File: src/rtl/mc_ctrl.sv
// -----------------------------------------------------------------------------
// mc_ctrl : multi-cycle control unit for the MIPS-subset CPU.
//
// A Moore state machine walks the datapath through one micro-step per clock.
// Outputs depend on the current state and the instruction register (Inst).
// IRWrite/PCWrite in IF also follow MIO_ready, because the fetch completes
// only when memory delivers the word.
//
// Ports
//   clk, rst_n      rising-edge clock, asynchronous active-low reset
//   Inst[31:0]      IR contents (opcode [31:26], funct [5:0]), stable from ID
//   zero            ALU zero flag (branch gating happens in the datapath
//                   through PCWriteCond/Branch)
//   MIO_ready       memory access completes this cycle
//   MemRead, MemWrite, IorD, IRWrite, RegWrite, PCWrite, PCWriteCond, Branch
//   RegDst[1:0]     00 rt, 01 rd, 10 r31
//   MemtoReg[1:0]   00 ALUOut, 01 MDR, 10 PC
//   ALUSrcA[1:0]    00 PC, 01 rs, 10 rt, 11 zero-extended imm
//   ALUSrcB[2:0]    000 rt, 001 4, 010 sext imm, 011 sext imm<<2,
//                   100 shamt, 101 zext imm, 110 16
//   PCSource[1:0]   00 ALU result, 01 ALUOut, 10 jump target, 11 rs
//   ALU_operation   4-bit ALU function code
//   state[ST_W-1:0] current state, for debug
// -----------------------------------------------------------------------------
module mc_ctrl #(
    parameter int ST_W = 5
) (
    input  logic            clk,
    input  logic            rst_n,
    input  logic [31:0]     Inst,
    input  logic            zero,
    input  logic            MIO_ready,
    output logic            MemRead,
    output logic            MemWrite,
    output logic            IorD,
    output logic            IRWrite,
    output logic            RegWrite,
    output logic            PCWrite,
    output logic            PCWriteCond,
    output logic            Branch,
    output logic [1:0]      RegDst,
    output logic [1:0]      MemtoReg,
    output logic [1:0]      ALUSrcA,
    output logic [2:0]      ALUSrcB,
    output logic [1:0]      PCSource,
    output logic [3:0]      ALU_operation,
    output logic [ST_W-1:0] state
);

    typedef enum logic [4:0] {
        S_IF  = 5'd0,
        S_ID  = 5'd1,
        S_MA  = 5'd2,
        S_MRD = 5'd3,
        S_MWB = 5'd4,
        S_MWR = 5'd5,
        S_REX = 5'd6,
        S_RWB = 5'd7,
        S_IEX = 5'd8,
        S_IWB = 5'd9,
        S_BEQ = 5'd10,
        S_BNE = 5'd11,
        S_J   = 5'd12,
        S_JAL = 5'd13,
        S_JR  = 5'd14,
        S_SHX = 5'd15
    } state_t;

    // ALU function codes
    localparam logic [3:0] ALU_AND  = 4'd0;
    localparam logic [3:0] ALU_OR   = 4'd1;
    localparam logic [3:0] ALU_ADD  = 4'd2;
    localparam logic [3:0] ALU_SLL  = 4'd3;
    localparam logic [3:0] ALU_NOR  = 4'd4;
    localparam logic [3:0] ALU_SRL  = 4'd5;
    localparam logic [3:0] ALU_SUB  = 4'd6;
    localparam logic [3:0] ALU_SLT  = 4'd7;
    localparam logic [3:0] ALU_XOR  = 4'd8;
    localparam logic [3:0] ALU_SLTU = 4'd9;
    localparam logic [3:0] ALU_SRA  = 4'd10;

    // Opcodes
    localparam logic [5:0] OP_RTYPE = 6'h00;
    localparam logic [5:0] OP_J     = 6'h02;
    localparam logic [5:0] OP_JAL   = 6'h03;
    localparam logic [5:0] OP_BEQ   = 6'h04;
    localparam logic [5:0] OP_BNE   = 6'h05;
    localparam logic [5:0] OP_ADDI  = 6'h08;
    localparam logic [5:0] OP_ADDIU = 6'h09;
    localparam logic [5:0] OP_SLTI  = 6'h0A;
    localparam logic [5:0] OP_SLTIU = 6'h0B;
    localparam logic [5:0] OP_ANDI  = 6'h0C;
    localparam logic [5:0] OP_ORI   = 6'h0D;
    localparam logic [5:0] OP_XORI  = 6'h0E;
    localparam logic [5:0] OP_LUI   = 6'h0F;
    localparam logic [5:0] OP_LW    = 6'h23;
    localparam logic [5:0] OP_SW    = 6'h2B;

    // R-type funct codes
    localparam logic [5:0] F_SLL  = 6'h00;
    localparam logic [5:0] F_SRL  = 6'h02;
    localparam logic [5:0] F_SRA  = 6'h03;
    localparam logic [5:0] F_JR   = 6'h08;
    localparam logic [5:0] F_ADD  = 6'h20;
    localparam logic [5:0] F_ADDU = 6'h21;
    localparam logic [5:0] F_SUB  = 6'h22;
    localparam logic [5:0] F_SUBU = 6'h23;
    localparam logic [5:0] F_AND  = 6'h24;
    localparam logic [5:0] F_OR   = 6'h25;
    localparam logic [5:0] F_XOR  = 6'h26;
    localparam logic [5:0] F_NOR  = 6'h27;
    localparam logic [5:0] F_SLT  = 6'h2A;
    localparam logic [5:0] F_SLTU = 6'h2B;

    state_t     cur_state;
    state_t     nxt_state;
    logic [5:0] opcode;
    logic [5:0] funct;

    assign opcode = Inst[31:26];
    assign funct  = Inst[5:0];

    // The zero flag and the register/immediate fields are consumed by the
    // datapath, not by this decoder.
    logic unused_inputs;
    assign unused_inputs = ^{zero, Inst[25:6]};

    assign state = ST_W'(cur_state);

    // -------------------------------------------------------------------------
    // State register
    // -------------------------------------------------------------------------
    // NOTE: sequential state uses non-blocking (<=) so every flop samples
    // values from before the edge; blocking here would create order-dependent
    // simulation races.
    always_ff @(posedge clk or negedge rst_n) begin
        if (!rst_n) begin
            cur_state <= S_IF;
        end else begin
            cur_state <= nxt_state;
        end
    end

    // -------------------------------------------------------------------------
    // Next-state logic
    // -------------------------------------------------------------------------
    // NOTE: every variable driven here is given a default before the case,
    // so no path leaves it unassigned and no latch is inferred.
    always_comb begin
        nxt_state = S_IF;
        case (cur_state)
            S_IF:  nxt_state = MIO_ready ? S_ID : S_IF;
            S_ID: begin
                case (opcode)
                    OP_RTYPE: begin
                        case (funct)
                            F_SLL, F_SRL, F_SRA:               nxt_state = S_SHX;
                            F_JR:                              nxt_state = S_JR;
                            F_ADD, F_ADDU, F_SUB, F_SUBU,
                            F_AND, F_OR, F_XOR, F_NOR,
                            F_SLT, F_SLTU:                     nxt_state = S_REX;
                            default:                           nxt_state = S_IF;
                        endcase
                    end
                    OP_LW, OP_SW:                              nxt_state = S_MA;
                    OP_BEQ:                                    nxt_state = S_BEQ;
                    OP_BNE:                                    nxt_state = S_BNE;
                    OP_ADDI, OP_ADDIU, OP_SLTI, OP_SLTIU,
                    OP_ANDI, OP_ORI, OP_XORI, OP_LUI:          nxt_state = S_IEX;
                    OP_J:                                      nxt_state = S_J;
                    OP_JAL:                                    nxt_state = S_JAL;
                    // Unknown encodings fall back to fetch: a NOP.
                    default:                                   nxt_state = S_IF;
                endcase
            end
            S_MA:  nxt_state = (opcode == OP_LW) ? S_MRD : S_MWR;
            S_MRD: nxt_state = MIO_ready ? S_MWB : S_MRD;
            S_MWR: nxt_state = MIO_ready ? S_IF  : S_MWR;
            S_REX: nxt_state = S_RWB;
            S_SHX: nxt_state = S_RWB;
            S_IEX: nxt_state = S_IWB;
            default: nxt_state = S_IF;  // MWB, RWB, IWB, BEQ, BNE, J, JAL, JR
        endcase
    end

    // -------------------------------------------------------------------------
    // Output decode
    // -------------------------------------------------------------------------
    always_comb begin
        MemRead       = 1'b0;
        MemWrite      = 1'b0;
        IorD          = 1'b0;
        IRWrite       = 1'b0;
        RegWrite      = 1'b0;
        PCWrite       = 1'b0;
        PCWriteCond   = 1'b0;
        Branch        = 1'b0;
        RegDst        = 2'b00;
        MemtoReg      = 2'b00;
        ALUSrcA       = 2'b00;
        ALUSrcB       = 3'b000;
        PCSource      = 2'b00;
        ALU_operation = ALU_ADD;

        case (cur_state)
            S_IF: begin
                MemRead = 1'b1;
                ALUSrcB = 3'b001;
                // PC+4 and the IR are captured only when the fetch completes.
                IRWrite = MIO_ready;
                PCWrite = MIO_ready;
            end
            S_ID: begin
                // Speculative branch target into ALUOut.
                ALUSrcB = 3'b011;
            end
            S_MA: begin
                ALUSrcA = 2'b01;
                ALUSrcB = 3'b010;
            end
            S_MRD: begin
                MemRead = 1'b1;
                IorD    = 1'b1;
            end
            S_MWB: begin
                MemtoReg = 2'b01;
                RegWrite = 1'b1;
            end
            S_MWR: begin
                MemWrite = 1'b1;
                IorD     = 1'b1;
            end
            S_REX: begin
                ALUSrcA = 2'b01;
                case (funct)
                    F_SUB, F_SUBU: ALU_operation = ALU_SUB;
                    F_AND:         ALU_operation = ALU_AND;
                    F_OR:          ALU_operation = ALU_OR;
                    F_XOR:         ALU_operation = ALU_XOR;
                    F_NOR:         ALU_operation = ALU_NOR;
                    F_SLT:         ALU_operation = ALU_SLT;
                    F_SLTU:        ALU_operation = ALU_SLTU;
                    default:       ALU_operation = ALU_ADD;
                endcase
            end
            S_SHX: begin
                // Shifts operate on rt by shamt.
                ALUSrcA = 2'b10;
                ALUSrcB = 3'b100;
                case (funct)
                    F_SRL:   ALU_operation = ALU_SRL;
                    F_SRA:   ALU_operation = ALU_SRA;
                    default: ALU_operation = ALU_SLL;
                endcase
            end
            S_RWB: begin
                RegDst   = 2'b01;
                RegWrite = 1'b1;
            end
            S_IEX: begin
                ALUSrcA = 2'b01;
                ALUSrcB = 3'b010;
                case (opcode)
                    OP_SLTI:  ALU_operation = ALU_SLT;
                    OP_SLTIU: ALU_operation = ALU_SLTU;
                    OP_ANDI: begin
                        ALUSrcB       = 3'b101;
                        ALU_operation = ALU_AND;
                    end
                    OP_ORI: begin
                        ALUSrcB       = 3'b101;
                        ALU_operation = ALU_OR;
                    end
                    OP_XORI: begin
                        ALUSrcB       = 3'b101;
                        ALU_operation = ALU_XOR;
                    end
                    OP_LUI: begin
                        // lui = zero-extended imm shifted left by 16.
                        ALUSrcA       = 2'b11;
                        ALUSrcB       = 3'b110;
                        ALU_operation = ALU_SLL;
                    end
                    default:  ALU_operation = ALU_ADD;
                endcase
            end
            S_IWB: begin
                RegWrite = 1'b1;
            end
            S_BEQ, S_BNE: begin
                ALUSrcA       = 2'b01;
                ALU_operation = ALU_SUB;
                PCWriteCond   = 1'b1;
                PCSource      = 2'b01;
                Branch        = (cur_state == S_BEQ);
            end
            S_J: begin
                PCSource = 2'b10;
                PCWrite  = 1'b1;
            end
            S_JAL: begin
                PCSource = 2'b10;
                PCWrite  = 1'b1;
                RegDst   = 2'b10;
                MemtoReg = 2'b10;
                RegWrite = 1'b1;
            end
            S_JR: begin
                PCSource = 2'b11;
                PCWrite  = 1'b1;
            end
            default: begin
            end
        endcase

        // While reset is held the state already reads IF; suppress every
        // write enable so nothing in the datapath changes until release.
        if (!rst_n) begin
            MemRead     = 1'b0;
            MemWrite    = 1'b0;
            IRWrite     = 1'b0;
            RegWrite    = 1'b0;
            PCWrite     = 1'b0;
            PCWriteCond = 1'b0;
        end
    end

endmodule
File: config.mk
export PLATFORM = sky130hd
export DESIGN_NAME = mc_ctrl
export DESIGN_NICKNAME = d
export VERILOG_FILES = /design/src/rtl/mc_ctrl.sv
export SDC_FILE = /design/constraint.sdc
export NUM_CORES = 1
export LEC_CHECK = 0
export ABC_AREA = 1
export BUFFER_PORTS_ARGS = -buffer_cell sky130_fd_sc_hd__buf_2
export CAP_MARGIN = 20
export CORE_MARGIN = 2
export CORE_UTILIZATION = 37
export DETAILED_ROUTE_END_ITERATION = 12
export GPL_ROUTABILITY_DRIVEN = 0
export PLACE_DENSITY_LB_ADDON = 0.05
export SYNTH_ARGS = -nofsm -noshare
export SYNTH_HDL_FRONTEND = slang
export SYNTH_SLANG_ARGS = --single-unit
File: constraint.sdc
create_clock -name clk -period 1.14 [get_ports clk]
set_input_delay 0.057 -clock clk [delete_from_list [all_inputs] [get_ports clk]]
set_output_delay 0.057 -clock clk [all_outputs]
set_load 0.05 [all_outputs]
==> results.yml, run 1 <==
floorplan:
  fp.dieW_um: 53
  io_pins: 64
  start_util: 0.3978
  fp-row-count: 17
  die_h_um: 53
logic_synthesis:
  synth_seq_cells: 4
  synthTopCellsByCount: "nand2_1, nor2_1, inv_1, nand3_1, o21ai_0"
  async_flop_share: 1.000
  synth_top_area_cell: "nand2_1"
  syn_nets: 218
  synth_cells: 182
  synth_edf_count: 0
  yosysMostFrequentCell: "nand2_1"
  synth_top_cells_by_area: "nand2_1, nor2_1, inv_1"
  yosys.area.top_type_share: 0.1944
  synth.cell_area_um2: 888.4
  ys_seq_area_frac: 0.1127
  yosys_warnings: 0
  syn_avg_cell_area_um2: 4.881
  synth_flop_cell: "dfrtp_1"
  synth.distinct_cells: 20
clock_network:
  cts_made_buffers: 3
  cts_root_buf: "clkbuf_4"
  cts.sinks: 4
  clockBufferDepth: 2
  cts_max_level: 1
timing:
  crit_endpoint: "ALU_operation[1]"
  worstEndpointType: "output port"
grt:
  grt_usage: 0.7178
  grt_max_degree: 7
  gr-total-overflow: 64
outcome:
  lastStage: "global routing (5_1_grt)"
  run_status: "aborted with a tool error"
  error_line: "[ERROR GRT-0232] Routing congestion too high. Check the congestion heatmap in the GUI."
place:
  place.port_buffers: 41
  dp_hpwl_um: 2738
per-layer routing:
metal	overflow	global-route usage
met1	0	0.6233
met2	39	1.027
met3	2	0.4068
met4	23	0.9188
met5	0	0
stage by stage:
stage / utilization / instance area, µm² / hold slack [ns] / setup WS, ns / instances
3_3_place_gp: 0.6980 / 1559 / -0.03633 / -0.3331 / 278
2_1_floorplan: - / 1116 / -0.2386 / -0.4377 / 182
4_1_cts: 0.8952 / 1999 / 0.2793 / -0.5099 / 296
3_5_place_dp: 0.6980 / 1559 / -0.03045 / -0.3364 / 278
what timing repair did:
action	in CTS
hold endpoints to repair	4
buffers inserted	14
gates resized for setup	88
cloned	0
hold buffers	1
endpoints found under the setup margin	27
pin swaps	9
cell families after synthesis:
| group | after synthesis | share of synthesized area |
|---|---|---|
| DFF | 4 | 0.1127 |
| other | 1 | 0.004221 |
| buffers and inverters | 36 | 0.1563 |
| AOI/OAI and AO/OA | 20 | 0.1239 |
| and+or+nand+nor | 121 | 0.6028 |
==> run 2: changes to the inputs <==
- CORE_AREA: unset -> 2 2 63 65
- CORE_MARGIN: 2 -> unset
- CORE_UTILIZATION: 37 -> unset
- DIE_AREA: unset -> 0 0 65 67
- PLACE_DENSITY_LB_ADDON: 0.05 -> 0.15
- clock period: 1.14 -> 1.5 ns (I/O delays scaled with it)
==> results.yml, run 2 <==
logic_synthesis:
  synth_edf_count: 0
  synthTopCellsByCount: "nand2_1, nor2_1, inv_1, nand3_1, o21ai_0"
  ys_seq_area_frac: 0.1127
  yosys_warnings: 0
  synth.cell_area_um2: 888.4
  synth_seq_cells: 4
  async_flop_share: 1.000
  synth_top_area_cell: "nand2_1"
  synth_cells: 182
  syn_avg_cell_area_um2: 4.881
  yosysMostFrequentCell: "nand2_1"
  synth_flop_cell: "dfrtp_1"
  syn_nets: 218
  yosys.area.top_type_share: 0.1944
  synth.distinct_cells: 20
  synth_top_cells_by_area: "nand2_1, nor2_1, inv_1"
floorplan:
  core_area_mm2: 0.003606
  io_pins: 64
  fp.dieW_um: 65
  die_h_um: 67
  die_area_mm2: 0.004355
  start_util: 0.2464
  fp-row-count: 22
final_layout:
  antenna_cells: 0
  drive_gt1_frac: 0.4822
  largest_reg_flops: 4
  num-nets-final: 291
  final_cell_mix: "nand2_1, inv_1, nor2_1, buf_4, buf_2"
  areaGrowthSynthToFinish_pct: 90.56
  final_area_mm2: 0.001693
  final_core_util: 0.4695
  mostFrequentLayoutCell: "nand2_1"
  finalNonFillerCells: 301
setup_path:
  crit_buf_inv: 3
  cpMaxStageDelayCell: "dfrtp_2"
  crit_fanout: 4
  crit_required_ns: 1.42
  crit_family: "simple AND/OR/NAND/NOR gates"
  rrSetupSlack_ns: 0.14
  start_kind: "flop"
  slowest_delay_ns: 0.45
  worstPathCellList: "nor2_4, inv_2, nor2_4, inv_2, nand2_2, o21ai_1, nor2_1, nand2_2, buf_6"
  worstPathArrival_ns: 1.54
  criticalPathCategory: "reg2out"
  crit_path_end_kind: "output pin"
drt:
  drtAntennaViolNets: 0
  dr.pass1.iters: 4
  wl_um: 3267
  wl_per_cell_um: 10.85
  vias_per_cell: 4.495
  vias: 1353
  drcViolationCount: 0
  drtIter0Drc: 45
clock_network:
  clock_latency_ns: 0.21
  cts_made_buffers: 3
  cts_tree: "yes"
  cts_root_buf: "clkbuf_8"
  clk_pin_slew_ns: 0.03
  cts.sinks: 4
  clockBufferDepth: 2
  cts_max_level: 1
min_path:
  hp-class: "in2async"
place:
  dp_cells: 285
  dp_hpwl_um: 2557
  place.port_buffers: 41
  dpl-instance-area_mm2: 0.001355
  pre_cts_ws_ns: 0.02701
timing:
  drv_slew: 0
  grt_setup_unrepaired: "yes"
  timing.fmax_ghz: 0.6205
  hold_viol: 0
  finalClockSkew_ns: 0.003007
  setup_ws_ns: -0.1117
  finalCritPeriodShare: 1.074
  timing.hold.ws_ns: 0.2837
  fin_crit_ns: 1.612
  tns_ns: -0.3793
  setup_viol: 7
grt:
  grt_max_degree: 8
  grt_pass1_vias: 1186
  grt_pass1_wl_um: 5099
  antenna_found_initial: 0
  gr-total-overflow: 0
  grt_usage: 0.1461
outcome:
  violations: "negative setup slack"
  run_status: "complete, but fails checks"
power:
  peakVddDrop_mv: 0.5304
  p_per_area_mw_per_mm2: 1297
  total_power_mw: 2.196
  p_leak_nw: 0.9748
job:
  max_cap_violations: 0
## run 2: cell counts after synthesis
No cell type changed its count.
## run 2: where the power goes
group,leakage (nW),internal [mW],total [mW],switching (mW)
combinational,0.906,0.715,1.78,1.06
clock,0.0216,0.170,0.216,0.0459
sequential,0.0476,0.144,0.205,0.0602
## run 2: cell type report
type	count	area, µm²
inverters	35	131.4
well taps	48	60.06
fillers	380	1913
flip-flops and latches	4	105.1
repair buffers	69	539.3
multi-input cells	142	815.8
clock buffers	3	41.29
## run 2: path summary, 6_finish.rpt
| path | startpoint | end | cells after the start |
|---|---|---|---|
| min in group clk | Inst[30] | state[2]$_DFF_PN0_ | 5 |
| max in group asynchronous | rst_n | state[2]$_DFF_PN0_ | 2 |
| max reg2reg | state[1]$_DFF_PN0_ | state[0]$_DFF_PN0_ | 8 |
| min | rst_n | state[0]$_DFF_PN0_ | 2 |
| min reg2reg | state[3]$_DFF_PN0_ | state[3]$_DFF_PN0_ | 5 |
| max | state[0]$_DFF_PN0_ | ALU_operation[1] | 9 |
## run 2: layer usage
layer	track usage	vias up	routed length, µm
li1	-	710	-
met3	0.01351	4	115
met5	0	-	0
met4	0.03457	0	37
met2	0.2448	37	1586
met1	0.2010	602	1528
## run 2: timing repair
item	4_1_cts	5_1_grt
gates resized for setup	31	38
setup endpoints to repair	14	17
pin swaps	5	7
endpoints found under the hold margin	4	0
cloned	0	0
setup buffers	2	10
hold buffers	1	0
## run 2: cells by family (layout without fill, tap and decap cells)
logic type	Yosys count	count (layout)	synth area share
simple gates	121	121	0.6028
buf+inv	36	107	0.1563
compound gates	20	20	0.1239
flops	4	4	0.1127
other cells	1	1	0.004221
Power figures use the tool's default switching activity.
==> run 3: changes to the inputs <==
- BUFFER_PORTS_ARGS: -buffer_cell sky130_fd_sc_hd__buf_2 -> -buffer_cell sky130_fd_sc_hd__clkbuf_2
- CTS_CLUSTER_SIZE: unset -> 12
==> results.yml, run 3 (synthesis results as in run 2) <==
grt:
  gr-total-overflow: 0
  grt_max_degree: 9
  antenna_found_initial: 0
  grt_usage: 0.1533
  grt_pass1_wl_um: 5313
  grt_pass1_vias: 1250
final_layout:
  final_cell_mix: "nand2_1, inv_1, buf_4"
  largest_reg_flops: 4
  antenna_cells: 0
  areaGrowthSynthToFinish_pct: 85.07
  drive_gt1_frac: 0.4701
  num-nets-final: 289
  fillers: 370
  mostFrequentLayoutCell: "nand2_1"
drt:
  wl_per_cell_um: 10.19
  vias: 1292
  drtIter0Drc: 27
  dr.pass1.iters: 4
  vias_per_cell: 4.321
  wl_um: 3048
  drtAntennaViolNets: 0
  drcViolationCount: 0
setup_path:
  start_kind: "flop"
  rr_worst_depth: 9
  criticalPathCategory: "reg2out"
  rrSetupSlack_ns: 0.09
  reg2reg_to: "state[0]$_DFF_PN0_"
  crit_path_start: "state[1]$_DFF_PN0_"
  crit_path_end_kind: "output pin"
  worstPathArrival_ns: 1.52
  crit_fanout: 5
  r2r_start: "state[1]$_DFF_PN0_"
  crit_required_ns: 1.42
timing:
  finalCritPeriodShare: 1.060
  finalClockSkew_ns: 0.001073
  drv_slew: 0
  grt_setup_unrepaired: "yes"
  setup_ws_ns: -0.09051
  fin_crit_ns: 1.591
  hold_viol: 0
  tns_ns: -0.2583
  setup_viol: 6
  timing.fmax_ghz: 0.6287
  timing.hold.ws_ns: 0.2823
place:
  dp_hpwl_um: 2561
  place.port_buffers: 41
clock_network:
  cts_max_level: 1
  cts_made_buffers: 3
  clockBufferDepth: 2
  cts_tree: "yes"
  cts_root_buf: "clkbuf_8"
  clock_latency_ns: 0.21
  clk_pin_slew_ns: 0.03
  cts.sinks: 4
floorplan:
  start_util: 0.2464
  io_pins: 64
  fp.dieW_um: 65
  die_area_mm2: 0.004355
  core_area_mm2: 0.003606
  die_h_um: 67
  fp-row-count: 22
min_path:
  hp-class: "in2async"
power:
  p_per_area_mw_per_mm2: 1258
  total_power_mw: 2.068
  peakVddDrop_mv: 0.8105
  p_leak_nw: 0.9449
outcome:
  run_status: "complete, but fails checks"
  violations: "negative setup slack"
job:
  max_cap_violations: 0
-- run 3: through the flow --
| step | setup WS (ns) | std cells | area [µm²] | utilization |
|---|---|---|---|---|
| finish | -0.09051 | 299 | 1644 | 0.4559 |
| global route | -0.1606 | 299 | 1644 | 0.4559 |
| CTS | -0.1134 | 295 | 1570 | 0.4355 |
| detailed placement | 0.03850 | 287 | 1385 | 0.3841 |
| global placement | 0.01250 | 287 | 1385 | 0.3841 |
| floorplan | -0.1527 | 182 | 984.7 | - |
-- run 3: how the worst max path moves through the flow --
stage,end,slack (ns),depth (start not counted)
6_report,RegWrite,-0.09,6
5_1_grt,ALU_operation[1],-0.16,9
4_1_cts,ALU_operation[1],-0.11,9
3_5_place_dp,ALU_operation[0],0.04,7
3_3_place_gp,ALU_operation[1],0.01,9
2_1_floorplan,RegWrite,-0.15,7
-- run 3: report_power, final --
group / internal (mW) / switching, mW
sequential: 0.144 / 0.0524
clock: 0.170 / 0.0474
combinational: 0.662 / 0.991
-- run 3: final cells by class --
| class | count | area [µm²] | share of cell area |
|---|---|---|---|
| Tap cell | 48 | 60.06 | 0.03653 |
| Sequential cell | 4 | 105.1 | 0.06393 |
| Inverter | 35 | 131.4 | 0.07991 |
| Clock buffer | 3 | 41.29 | 0.02511 |
| Timing Repair Buffer | 67 | 531.8 | 0.3234 |
| Multi-Input combinational cell | 142 | 774.5 | 0.4711 |
-- run 3: repair_timing --
| item | CTS | global route |
|---|---|---|
| buffers inserted | 4 | 4 |
| pin swaps | 6 | 8 |
| hold buffers | 1 | 0 |
| gates cloned | 0 | 0 |
| setup endpoints to repair | 14 | 20 |
| resized for setup | 27 | 31 |
| hold endpoints to repair | 4 | 0 |
-- run 3: routing by layer --
layer / part of all wire / global-route usage
met1: 0.50 / 0.1972
met2: 0.48 / 0.2796
met3: 0.025 / 0.005068
met4: 0.0046 / 0.03989
met5: 0 / 0
-- run 3: critical path, cell delays in order (launching register included) --
cell and delay (ns):
dfrtp_2 0.44, nand2_2 0.17, buf_4 0.15, nor2_4 0.03, o31ai_1 0.26, inv_2 0.04, clkbuf_4 0.21
==> run 4: changes to the inputs <==
- SETUP_SLACK_MARGIN: unset -> 0.3
==> results.yml, run 4 (synthesis results as in run 2) <==
outcome:
  run_status: "complete, but fails checks"
  violations: "negative setup slack"
drt:
  wl_per_cell_um: 11.34
  wl_um: 3482
  drcViolationCount: 0
  drtAntennaViolNets: 0
  dr.pass1.iters: 4
  vias: 1356
  drtIter0Drc: 45
  vias_per_cell: 4.417
min_path:
  hp-class: "in2reg"
  min-delay-start: "Inst[30]"
clock_network:
  clock_latency_ns: 0.21
  cts.sinks: 4
  cts_tree: "yes"
  clk_pin_slew_ns: 0.03
  cts_root_buf: "clkbuf_8"
  cts_made_buffers: 3
  cts_max_level: 1
  clockBufferDepth: 2
grt:
  gr-total-overflow: 0
  antenna_found_initial: 0
  grt_usage: 0.1539
  grt_pass1_wl_um: 5347
  grt_max_degree: 7
  grt_pass1_vias: 1234
timing:
  grt_setup_unrepaired: "yes"
  setup_viol: 18
  tns_ns: -1.303
  finalCritPeriodShare: 1.116
  drv_slew: 0
  setup_ws_ns: -0.1734
  finalClockSkew_ns: 0.002466
  timing.fmax_ghz: 0.5976
  hold_viol: 0
  fin_crit_ns: 1.673
floorplan:
  die_h_um: 67
  start_util: 0.2464
  fp-row-count: 22
  fp.dieW_um: 65
  die_area_mm2: 0.004355
  io_pins: 64
  core_area_mm2: 0.003606
final_layout:
  final_area_mm2: 0.002128
  largest_reg_flops: 4
  mostFrequentLayoutCell: "nand2_1"
  final_core_util: 0.5902
  areaGrowthSynthToFinish_pct: 139.6
  antenna_cells: 0
  drive_gt1_frac: 0.5676
  num-nets-final: 297
  fillers: 342
  final_cell_mix: "nand2_1, nor2_1, inv_1"
place:
  dp_hpwl_um: 2605
  dpl-instance-area_mm2: 0.001577
  place.port_buffers: 41
power:
  p_leak_nw: 1.095
  p_per_area_mw_per_mm2: 1141
  peakVddDrop_mv: 0.3835
setup_path:
  start_kind: "flop"
  criticalPathCategory: "reg2out"
  crit_path_start: "state[3]$_DFF_PN0_"
  crit_required_ns: 1.42
  slowest_delay_ns: 0.54
  crit_buf_inv: 2
  cpMaxStageDelayCell: "dfrtp_4"
  crit_fanout: 6
  crit_path_end_kind: "output pin"
  worstPathArrival_ns: 1.60
  crit_family: "flip-flops"
  worstPathCellList: "inv_4, nand2_4, nor2_4, nor2_4, nand2_2, o21ai_1, nor2_2, nand2_2, buf_8"
  r2r_start: "state[1]$_DFF_PN0_"
job:
  max_cap_violations: 0
==> run 4: path summary, 6_finish.rpt <==
path | to | slack (ns) | cells past startpoint
setup / recovery | ALU_operation[1] | -0.17 | 9
hold / removal | state[2]$_DFF_PN0_ | 0.31 | 5
setup reg to reg | state[0]$_DFF_PN0_ | 0.07 | 9
hold reg to reg | state[3]$_DFF_PN0_ | 0.88 | 6
max in group asynchronous | state[1]$_DFF_PN0_ | 0.98 | 2
min in group asynchronous | state[3]$_DFF_PN0_ | 0.32 | 2
==> run 4: worst reg2reg max path: stages, from the launching register on <==
cell and delay [ns]:
dfrtp_4 0.51, buf_6 0.14, nand2_4 0.08, nor2_4 0.05
nor2_4 0.10, nand2_2 0.06, buf_4 0.13, buf_4 0.12
nor2_2 0.07, nand2_1 0.05
==> run 4: power breakdown <==
group / internal, mW / leakage, nW / switching [mW] / total (mW)
Sequential: 0.151 / 0.0471 / 0.0966 / 0.248
Clock: 0.170 / 0.0216 / 0.0459 / 0.216
Combinational: 0.850 / 1.03 / 1.12 / 1.96
==> run 4: what timing repair did <==
item                       in CTS  in global routing
hold endpoints to repair        4                  0
setup endpoints to repair      29                 29
gates resized for setup        65                 44
hold buffers                    1                  0
pin swaps                       5                  5
buffers inserted                4                  6
==> run 4: layout make-up <==
cell class	count	area, µm²	share of cell area
inverter	35	150.1	0.07055
timing repair buffer	75	819.5	0.3851
multi-input combinational	142	947.2	0.4450
sequential	4	110.1	0.05173
clock buffer	3	41.29	0.01940
tap	48	60.06	0.02822
==> run 4: through the flow <==
step                hold slack (ns)  instances  worst slack [ns]  total power, mW
finish                       0.3103        307           -0.1734            2.429
global placement           -0.08382        293          -0.05742            1.729
global route                 0.3579        307           -0.2426            2.555
detailed placement         -0.08279        293          -0.05829            1.726
CTS                          0.3010        301           -0.1910            2.235
floorplan                   -0.2206        182          -0.09602            1.217
==> run 4: metal layers <==
metal	vias up	routed length [µm]	track usage
met3	0	70	0.01014
met2	20	1788	0.2938
met4	0	0	0.007979
met5	-	0	0
met1	615	1623	0.1968
li1	721	-	-
